**src/rtl/my_32bit1to16_write_bank_pkg.sv**
```systemverilog
// Shared constants and helpers for the 16-entry, 32-bit write bank.
// The write side mirrors the 16-to-1 read mux tree.
package my_32bit1to16_write_bank_pkg;

    localparam int NUM_ENTRIES    = 16;
    localparam int SEL_WIDTH      = 4;
    localparam int ENTRY_ZERO_IDX = 0;

    typedef logic [SEL_WIDTH-1:0]   sel_t;
    typedef logic [NUM_ENTRIES-1:0] mask_t;

    // Value the written-valid mask returns to on reset or clear.
    function automatic mask_t valid_base(input bit zero_entry0);
        mask_t m;
        m = '0;
        if (zero_entry0) begin
            m[ENTRY_ZERO_IDX] = 1'b1;
        end
        return m;
    endfunction

endpackage

```
**src/rtl/my_4to16_decoder.sv**
```systemverilog
// Select-to-one-hot write enable; the write-side image of the read mux tree.
// No line is high unless en is set.
module my_4to16_decoder
    import my_32bit1to16_write_bank_pkg::*;
(
    input  logic [SEL_WIDTH-1:0]   sel,
    input  logic                   en,
    output logic [NUM_ENTRIES-1:0] onehot
);

    always_comb begin
        onehot = '0;
        if (en) begin
            onehot[sel] = 1'b1;
        end
    end

endmodule

```
**src/rtl/my_32bit1to16_write_bank.sv**
```systemverilog
// 16 x DATA_WIDTH write bank: one-cycle staged valid/ready write path,
// one-hot commit into the entry array, flattened bus for the read muxes.
module my_32bit1to16_write_bank
    import my_32bit1to16_write_bank_pkg::*;
#(
    parameter int DATA_WIDTH  = 32,
    parameter bit ZERO_ENTRY0 = 1'b1
) (
    input  logic                              clock,
    input  logic                              reset,
    input  logic                              write_valid,
    output logic                              write_ready,
    input  logic [SEL_WIDTH-1:0]              write_select,
    input  logic [DATA_WIDTH-1:0]             write_data,
    input  logic                              hold,
    input  logic                              clear_all,
    output logic [NUM_ENTRIES*DATA_WIDTH-1:0] output_bus,
    output logic [NUM_ENTRIES-1:0]            entry_valid,
    output logic                              commit_pulse,
    output logic [SEL_WIDTH-1:0]              commit_select
);

    localparam mask_t VALID_BASE = valid_base(ZERO_ENTRY0);

    logic                  transfer;
    logic                  pend_valid;
    sel_t                  pend_sel;
    logic [DATA_WIDTH-1:0] pend_data;
    mask_t                 wr_en;

    // Reset term keeps the handshake closed while the bank is in reset.
    assign write_ready   = reset & ~hold & ~clear_all;
    assign transfer      = write_valid & write_ready;
    assign commit_pulse  = pend_valid & ~hold & ~clear_all;
    assign commit_select = pend_sel;

    // Stage 1: staging register
    always_ff @(posedge clock or negedge reset) begin
        if (!reset) begin
            pend_valid <= 1'b0;
            pend_sel   <= '0;
            pend_data  <= '0;
        end else if (clear_all) begin
            pend_valid <= 1'b0;
        end else if (!hold) begin
            pend_valid <= transfer;
            if (transfer) begin
                pend_sel  <= write_select;
                pend_data <= write_data;
            end
        end
    end

    // Stage 2: commit decode and entry array
    my_4to16_decoder u_decoder (
        .sel    (pend_sel),
        .en     (commit_pulse),
        .onehot (wr_en)
    );

    for (genvar k = 0; k < NUM_ENTRIES; k++) begin : g_entry
        // The hardwired entry still sees its enable but always loads zero.
        localparam bit IS_ZERO = ZERO_ENTRY0 && (k == ENTRY_ZERO_IDX);

        logic [DATA_WIDTH-1:0] entry_q;

        always_ff @(posedge clock or negedge reset) begin
            if (!reset) begin
                entry_q <= '0;
            end else if (clear_all) begin
                entry_q <= '0;
            end else if (wr_en[k]) begin
                entry_q <= IS_ZERO ? '0 : pend_data;
            end
        end

        assign output_bus[DATA_WIDTH*k +: DATA_WIDTH] = entry_q;
    end

    always_ff @(posedge clock or negedge reset) begin
        if (!reset) begin
            entry_valid <= VALID_BASE;
        end else if (clear_all) begin
            entry_valid <= VALID_BASE;
        end else begin
            entry_valid <= entry_valid | wr_en | VALID_BASE;
        end
    end

endmodule

```
**config.mk**
```make
export PLATFORM = sky130hd
export DESIGN_NAME = my_32bit1to16_write_bank
export DESIGN_NICKNAME = d
export VERILOG_FILES = /design/src/rtl/my_32bit1to16_write_bank_pkg.sv /design/src/rtl/my_4to16_decoder.sv /design/src/rtl/my_32bit1to16_write_bank.sv
export SDC_FILE = /design/constraint.sdc
export NUM_CORES = 1
export LEC_CHECK = 0
export ABC_AREA = 1
export CORE_MARGIN = 2
export CORE_UTILIZATION = 33
export CTS_CLUSTER_SIZE = 20
export DETAILED_ROUTE_END_ITERATION = 8
export GPL_TIMING_DRIVEN = 0
export PLACE_DENSITY = 0.6
export RECOVER_POWER = 50
export REMOVE_ABC_BUFFERS = 1
export SLEW_MARGIN = 20
export SYNTH_ARGS = -nofsm -noshare
export SYNTH_HDL_FRONTEND = slang
export SYNTH_HIERARCHICAL = 1
export SYNTH_SLANG_ARGS = --single-unit
```
**constraint.sdc**
```tcl
create_clock -name clock -period 2.5 [get_ports clock]
set_clock_uncertainty 0.1 [all_clocks]
set_input_delay 0.5 -clock clock [delete_from_list [all_inputs] [get_ports clock]]
set_output_delay 0.5 -clock clock [all_outputs]
set_load 0.1 [all_outputs]
```
-- After elaboration in Yosys (flattened, before gate mapping)
Index checks and enable logic that the tools add are counted.
- register bits: 565
- bits in latches: 0
- bits in writable memories: 0
- memory bits (read-only): 0
- input bits: 41
- output and inout port bits: 534
- word-level logic and storage cells: 87
- memories kept: 0
- add/subtract/negate cells: 0
- $mul: 0
- divide/modulo/power cells: 0
- order comparisons: 2
- equality and inequality tests: 1
- shifts and indexed selects: 0
- mux-type cells: 38
- bitwise logic cells: 8
- reductions and logical operators: 18
- operator list (cell ; count):
    two-way mux 32 bit ; 32
    two-way mux 16 bit ; 2
    nonzero test 2 bit ; 16
    bitwise OR 16 bit ; 1
    AND 1 bit ; 5
    less-than comparator 4 x 5 -> 1 bit, second input constant ; 1
    demux 1 bit (select 4 bit) ; 1
    >= comparator 4 x 1 -> 1 bit, second input constant ; 1
    two-way mux 1 bit ; 3
    AND reduction 3 bit ; 1
    != test 2 x 1 -> 1 bit, second input constant ; 1
    NOT 1 bit ; 2
    logical AND 1 bit ; 1

-- Logic depth before layout (Yosys ltp)
Gate-level depths: netlist (run 1).
- depth in word-level cells: 7
- depth in mapped cells: 9
- depth with buffers taken out: 6

-- Modules after synthesis
Netlist (run 1), hierarchy kept.
- by module, submodules not included (module ; instances ; cells an instance ; area each (um^2) ; seq. area each (um^2)):
    my_32bit1to16_write_bank ; 1 ; 1877 ; 20040.5 ; 13312.8
    my_4to16_decoder ; 1 ; 32 ; 126.4 ; 0.0

-- Worst setup path before layout (run 1)
Ideal clock, no wire load.
- kind: input -> register
- from: in clear_all
- to: reg g_entry[3].entry_q[10]
- setup time: 83 ps
- arrival time: 4691 ps
- data required time: 2317 ps
- setup slack: -2374 ps
- stages: 8
- buffers on the path: 3
- cell sequence: buf_6 buf_4 nor3b_1 nand3_1 nor2_1 inv_1 clkbuf_1 o21ai_0
- cells in the longest elaborated chain, start to end: 4
- elaborated cells between the ends (all ways): 5
- those cells by class: mux (2); bitwise (2); reduce/logical (1)
- ends and longest elaborated chain (what ; line ; RTL):
    from (decl) ; my_32bit1to16_write_bank.sv:16 ; input logic clear_all,
    NOT 1 bit (no source line) ; - ;
    AND 1 bit ; my_32bit1to16_write_bank.sv:34 ; assign commit_pulse = pend_valid & ~hold & ~clear_all;
    via commit_pulse ; my_32bit1to16_write_bank.sv:19 ; output logic commit_pulse,
    two-way mux 16 bit ; my_4to16_decoder.sv:13 ; if (en) begin
    via wr_en[3] ; my_32bit1to16_write_bank.sv:29 ; mask_t wr_en;
    nonzero test 2 bit (no source line) ; - ;
    to (signal assigned) ; my_32bit1to16_write_bank.sv:73 ; entry_q <= IS_ZERO ? '0 : pend_data;
    to (decl) ; my_32bit1to16_write_bank.sv:65 ; logic [DATA_WIDTH-1:0] entry_q;
The timed path passes the listed nets, and every way through them passes these cells.
A chain may end at the register's enable or synchronous reset.

-- Final worst setup path (run 1)
- from: reg g_entry[6].entry_q[0]
- to: out output_bus[192]
- RTL lines (what ; line ; RTL):
    from (decl) ; my_32bit1to16_write_bank.sv:65 ;
    from (signal assigned) ; my_32bit1to16_write_bank.sv:73 ;
    to (decl) ; my_32bit1to16_write_bank.sv:17 ; output logic [NUM_ENTRIES*DATA_WIDTH-1:0] output_bus,
No word-level cell between the ends.

==> results of run 1 <==
-- layer usage --
metal	vias to the layer above	share of wire	routed length [um]	GRT usage
li1	7188	-	-	-
met1	8281	0.41	31500	0.311
met2	712	0.47	35700	0.382
met3	153	0.079	6010	0.0605
met4	8	0.035	2650	0.0796
met5	-	0.00070	53	0
-- repair_timing --
| item | in CTS | in global routing |
|---|---|---|
| setup buffers | 14 | 4 |
| pin swaps | 0 | 2 |
| endpoints found under the hold margin | 59 | 183 |
| setup endpoints to repair | 981 | 258 |
| cloned | 8 | 0 |
| resized for setup | 598 | 101 |
-- placed cells by master (no fill, tap or decap), types with 9 or more instances in the layout --
master	count
nand4_1	36
clkbuf_16	57
nand2_4	20
clkinv_2	12
nor2_1	40
buf_4	16
dfrtp_1	532
conb_1	33
clkbuf_8	13
dlygate4sd2_1	373
o21ai_1	66
inv_2	9
clkdlybuf4s50_1	36
nand2_1	571
clkbuf_1	14
o21ai_0	414
clkbuf_2	18
clkdlybuf4s15_2	10
clkdlybuf4s15_1	102
nor2_8	11
-- layout make-up --
class                   count  area (um^2)  area share
clock inverters            22          295      0.0108
inverters                  20          101     0.00370
repair buffers            579         5360       0.196
repair inverters            5         32.5     0.00119
well taps                 782          978      0.0357
multi-input cells        1210         5670       0.207
flip-flops and latches    532        13300       0.486
diodes                      3         7.51    0.000274
clock buffers              81         1650      0.0601
-- power by group --
part / internal, uW / switching (uW) / leakage, uW
Sequential: 8730 / 113 / 0.00739
Clock: 5280 / 3540 / 0.000964
Combinational: 247 / 1340 / 0.00575
Total: 14300 / 5000 / 0.0141
-- stage by stage --
stage	util	hold WS, ns	cell area [um^2]
after CTS	0.456	-0.153	27500
after detailed placement	0.426	0.291	25700
final	0.454	-0.186	27400
after floorplan	-	0.104	19000
after global routing	0.454	-0.149	27400
after global placement	0.421	0.355	25400
-- worst min-delay path by stage --
| stage | startpoint | to | cells after the start |
|---|---|---|---|
| global route | reset | g_entry[4].entry_q[5] | 2 |
| finish | reset | g_entry[6].entry_q[3] | 2 |
| floorplan | reset | commit_select[0] | 0 |
| CTS | reset | g_entry[4].entry_q[3] | 2 |
| global placement | pend_data[21] | pend_data[21] | 2 |
| detailed placement | reset | g_entry[9].entry_q[5] | 1 |
-- state kept, by name (all words and copies together) (netlist names) --
name and flops:
g_entry.entry_q 480, pend_data 32, entry_valid 15, commit_select 4
pend_valid 1
==> impl_results.md, run 1 <==
* Number of global-route vias before repair at 16100
* Vias per inst at just over 5
* Slowest cell on the critical path: dlygate4sd2_1
* Initial antenna violation count at 8
* Reg2reg start: pend_valid
* Critical Path End Type: primary output
* GP Congestion at 0.809
* Number of max-cap violations at 2
* Flop2flop setup slack at about 0.090 ns
* Share of layout cells above drive strength 1 at 0.0882
* Period minus WS final at 2.46 ns
* Worst min path class: input port to async pin
* Pwr dens at around 700 nW/um^2
* First-pass GRT wire length at about 110000 um
* Mapped Cells at around 1900
* Clock Latency Late Sink at a little over 0.6 ns
* CP startpoint: g_entry[6].entry_q[0]
* RR Endpoint: g_entry[10].entry_q[23]
* Fin crit share at 0.985
* Vias post-DR at about 16000
* Post-Layout Cell Count at around 3200
* Slowest stage delay, CP at between 0.9 and 1 ns
* Htree depth at 2
* First DRT Iteration DRCs at between 1000 and 1500
* Post-detailed-route count of antenna-violating nets at 0
* I/O pin cnt at approximately 580
* Placed cells at roughly 3100
* CTS tree: built
* Routed len/inst at between 20 and 25 um
* Starting Density at 0.334
* Total global routing overflow at 0
* Status: complete, but fails checks
* Worst-path clk slew at 0.06 ns
* Leakage power figure at around 0.014 uW
* Pins Over Slew Limit at between 100 and 150
* Fin. Hold Viols at 97
* Stages on worst setup path at 1
* Critical path startpoint category: flop
* Row count at 90
* Critical path cell sequence: dlygate4sd2_1
* Hold WS at -0.186 ns
* Crit path DAT at between 1.5 and 2 ns
* Worst slack, placed at -1.49 ns
* CTS Buffer Depth at 3
* Worst setup slack after layout at 0.0373 ns
* Failing checks: negative hold slack, max-capacitance violations, max-slew violations
* Critical path type: flop to primary output
* Worst Reg-to-Reg Cells at 6
* Clock Sinks at around 530
* Core area at ~60000 um^2
* Global-route total usage across every layer at 0.237
* Peak Freq at 0.406 GHz
* Mapped Avg Cell Area at 10.6 um^2
* Num CTS Buffers at 56
* Area of the die at between 60000 and 70000 um^2
* Worst slew pin tran at about 2.2 ns
* Worst path bufs/invs at 1
* HPWL after DPL at approximately 48000 um
* Root buffer cell: clkbuf_16
* Worst Setup EP: output_bus[192]
* DIE HEIGHT at between 200 and 300 um
* Maximum vdd drop at between 0.4 and 0.5 mV
* Final setup fails at 0
* Die Wd at 251 um
* Filler cells at ~5800
* Yosys warnings at 6
* Drc violations at 0
* Final wirelength at approximately 76000 um
* Largest net degree at the start of global routing at 99
* Critical Path RT at 1.90 ns
* Power Total at around 19000 uW
* Setup_tns at 0 ns
* Port Buf Inserts at approximately 540
* First-pass detailed-route iteration total at 5
* Slew margin rel. at -0.437
* Final #Nets at approximately 2400
* Area grow syn2layout at 35.9%
* Crit path max-delay family: buffers and inverters
* Post-cts hold buffer count at 6
* Crit-path max FO at 2
* Synth Cell Area at roughly 20000 um^2
No activity file was read; power rests on OpenSTA's default activity.
==> run 2: changes to the inputs <==
--- a/config.mk
+++ b/config.mk
@@ -8,9 +8,11 @@
 export ABC_AREA = 1
 export CORE_MARGIN = 2
 export CORE_UTILIZATION = 33
+export CTS_BUF_LIST = sky130_fd_sc_hd__clkbuf_4 sky130_fd_sc_hd__clkbuf_8
 export CTS_CLUSTER_SIZE = 20
 export DETAILED_ROUTE_END_ITERATION = 8
 export GPL_TIMING_DRIVEN = 0
+export MAX_ROUTING_LAYER = met4
 export PLACE_DENSITY = 0.6
 export RECOVER_POWER = 50
 export REMOVE_ABC_BUFFERS = 1
==> impl_results.md, run 2 (synthesized netlist as in run 1, its figures left out) <==
* Status: complete, but fails checks
* Failing checks: negative hold slack, max-capacitance violations, max-slew violations
* Pins Over Slew Limit at 151 (+28%)
* Fin util at 0.475 (+0.0206)
* Total global routing overflow at 0 (unchanged)
* First-pass GRT wire length at 110000 um (-0.82%)
* CTS tree: built
* Share of layout cells above drive strength 1 at 0.304 (+0.216)
* Die Wd at 251 um (unchanged)
* RSZ-0062 raised after global routing: false
* Slew margin rel. at -0.313 (+0.124)
* Peak Freq at 0.405 GHz (-0.23%)
* Dpl cell area at 25700 um^2 (unchanged)
* Port Buf Inserts at 541 (unchanged)
* DIE HEIGHT at 251 um (unchanged)
* Fin crit share at 0.987 (+0.00231)
* Post-detailed-route count of antenna-violating nets at 0 (unchanged)
* Largest net degree at the start of global routing at 99 (unchanged)
* I/O pin cnt at 575 (unchanged)
* Num CTS Buffers at 90 (+61%)
* Worst slew pin tran at 1.97 ns (-0.186 ns)
* Flop2flop setup slack at 0.21 ns (+0.12 ns)
* Core area at 60400 um^2 (unchanged)
* Period minus WS final at 2.47 ns (+0.00578 ns)
* Crit path max-delay family: buffers and inverters
* GP Congestion at 0.821 (+1.5%)
* Power Total at 19200 uW (-0.30%)
* Worst setup slack after layout at 0.0315 ns (-0.00578 ns)
* Most common cell after layout, fill and taps aside: nand2_1
* Vias post-DR at 16500 (+1.2%)
* Crit path DAT at 1.87 ns (about the same)
* Final wirelength at 75900 um (+0.13%)
* Routed len/inst at 23.0 um (-2.0%)
* Stages on worst setup path at 4 (+3)
* Critical Path End Type: primary output
* Multi-input gate area at 5680 um^2 (+0.18%)
* First-pass detailed-route iteration total at 6 (+1)
* Leakage power figure at 0.0124 uW (-12%)
* Final #Nets at 2477 (+1.3%)
* Final setup fails at 0 (unchanged)
* Starting Density at 0.334 (unchanged)
* Worst slack, placed at -1.49 ns (unchanged)
* Fin. Hold Viols at 10 (-90%)
* Critical Path RT at 1.90 ns (about the same)
* Worst-path clk slew at 0.06 ns (about the same)
* Top reg by flops: g_entry.entry_q
* Row count at 90 (unchanged)
* Crit-path max FO at 6 (+4)
* Register Area at 13300 um^2 (unchanged)
* Area of the die at 63100 um^2 (unchanged)
* First DRT Iteration DRCs at 1086 (-8.8%)
* Most frequent cells in the layout: nand2_1 (571), dfrtp_1 (532), clkdlybuf4s15_2 (498)
* Critical path startpoint category: input port
* Global-route total usage across every layer at 0.242 (+0.00541)
* Filler cells at 5588 (-3.7%)
* Clock Latency Late Sink at 0.68 ns (+0.07 ns)
* Slowest stage delay, CP at 0.62 ns (-0.29 ns)
* Maximum vdd drop at 0.491 mV (+17%)
* Htree depth at 3 (+1)
* Critical path cell sequence: clkdlybuf4s50_1, nor3b_4, buf_4, buf_4
* CTS Buffer Depth at 3 (unchanged)
* Worst path bufs/invs at 3 (+2)
* Max reg flops at 480 (unchanged)
* Setup_tns at 0 ns (unchanged)
* Clock Sinks at 532 (unchanged)
* Root buffer cell: clkbuf_8
* Drc violations at 0 (unchanged)
* RR Endpoint: g_entry[7].entry_q[4]
* Area grow syn2layout at 42.1%
* Initial antenna violation count at 7 (-1)
* Number of max-cap violations at 3 (+1)
* Worst min path class: input port to async pin
* Number of global-route vias before repair at 16500 (+1.9%)
* Worst Reg-to-Reg Cells at 7 (+1)
* Pwr dens at 670 nW/um^2 (-4.6%)
* Vias per inst at 5.01 (-0.90%)
* HPWL after DPL at 47800 um (unchanged)
* Reg2reg start: pend_valid
* Most frequent CP cell: buf_4
* Hold WS at -0.0136 ns (+0.172 ns)
* Largest regs: g_entry.entry_q: 480 flops, pend_data: 32 flops, entry_valid: 15 flops
* Slowest cell on the critical path: clkdlybuf4s50_1
* Critical path type: input port to primary output
* Fin area at 28600 um^2 (+4.5%)
==> run 2: per-layer routing <==
layer | vias to the layer above | share of wire | track usage
met4 | 0 | 0.034 | 0.0898
li1 | 7302 | - | -
met5 | - | 0 | -
met3 | 157 | 0.081 | 0.0614
met1 | 8336 | 0.41 | 0.301
met2 | 746 | 0.47 | 0.382
==> run 2: through the flow <==
step                hold slack, ns  std cells
global placement             0.355       3085
global route               -0.0335       3299
detailed placement           0.291       3096
CTS                         -0.112       3280
floorplan                    0.104       1762
finish                     -0.0136       3303
==> run 2: power breakdown <==
| part | internal, uW | leakage (uW) | switching, uW |
|---|---|---|---|
| logic | 253 | 0.00394 | 1350 |
| clock network | 5060 | 0.00110 | 3690 |
| registers | 8730 | 0.00739 | 113 |
==> run 2: cell type report <==
| class | instances | share of cell area |
|---|---|---|
| flip-flops and latches | 532 | 0.465 |
| well taps | 782 | 0.0342 |
| diodes | 11 | 0.000961 |
| repair inverters | 4 | 0.000786 |
| inverters | 20 | 0.00349 |
| multi-input cells | 1210 | 0.198 |
| clock buffers | 149 | 0.0653 |
| clock inverters | 17 | 0.00694 |
| repair buffers | 578 | 0.226 |
==> run 2: worst register-to-register path, stage by stage, from the launching register on <==
cell and delay (ns):
dfrtp_1 0.36, nor3b_4 0.17, buf_4 0.18, nand3_1 0.29, nor2_4 0.39, clkinvlp_2 0.20
clkbuf_2 0.27, o21ai_0 0.23
==> run 2: repair_timing <==
action	4_1_cts	5_1_grt
hold endpoints to repair	203	118
hold buffers	8	1
pin swaps	0	1
buffers inserted	5	9
resized for setup	1526	11
setup endpoints to repair	981	102
gates cloned	5	2
==> run 2: worst max-delay path by stage <==
stage	from	endpoint	slack (ns)
2_1_floorplan	clear_all	g_entry[10].entry_q[0]	-2.11
3_3_place_gp	reset	pend_data[1]	-23.45
3_5_place_dp	hold	g_entry[12].entry_q[7]	-1.49
4_1_cts	hold	g_entry[7].entry_q[19]	-0.13
5_1_grt	g_entry[9].entry_q[18]	output_bus[306]	0.002
6_report	hold	commit_pulse	0.03
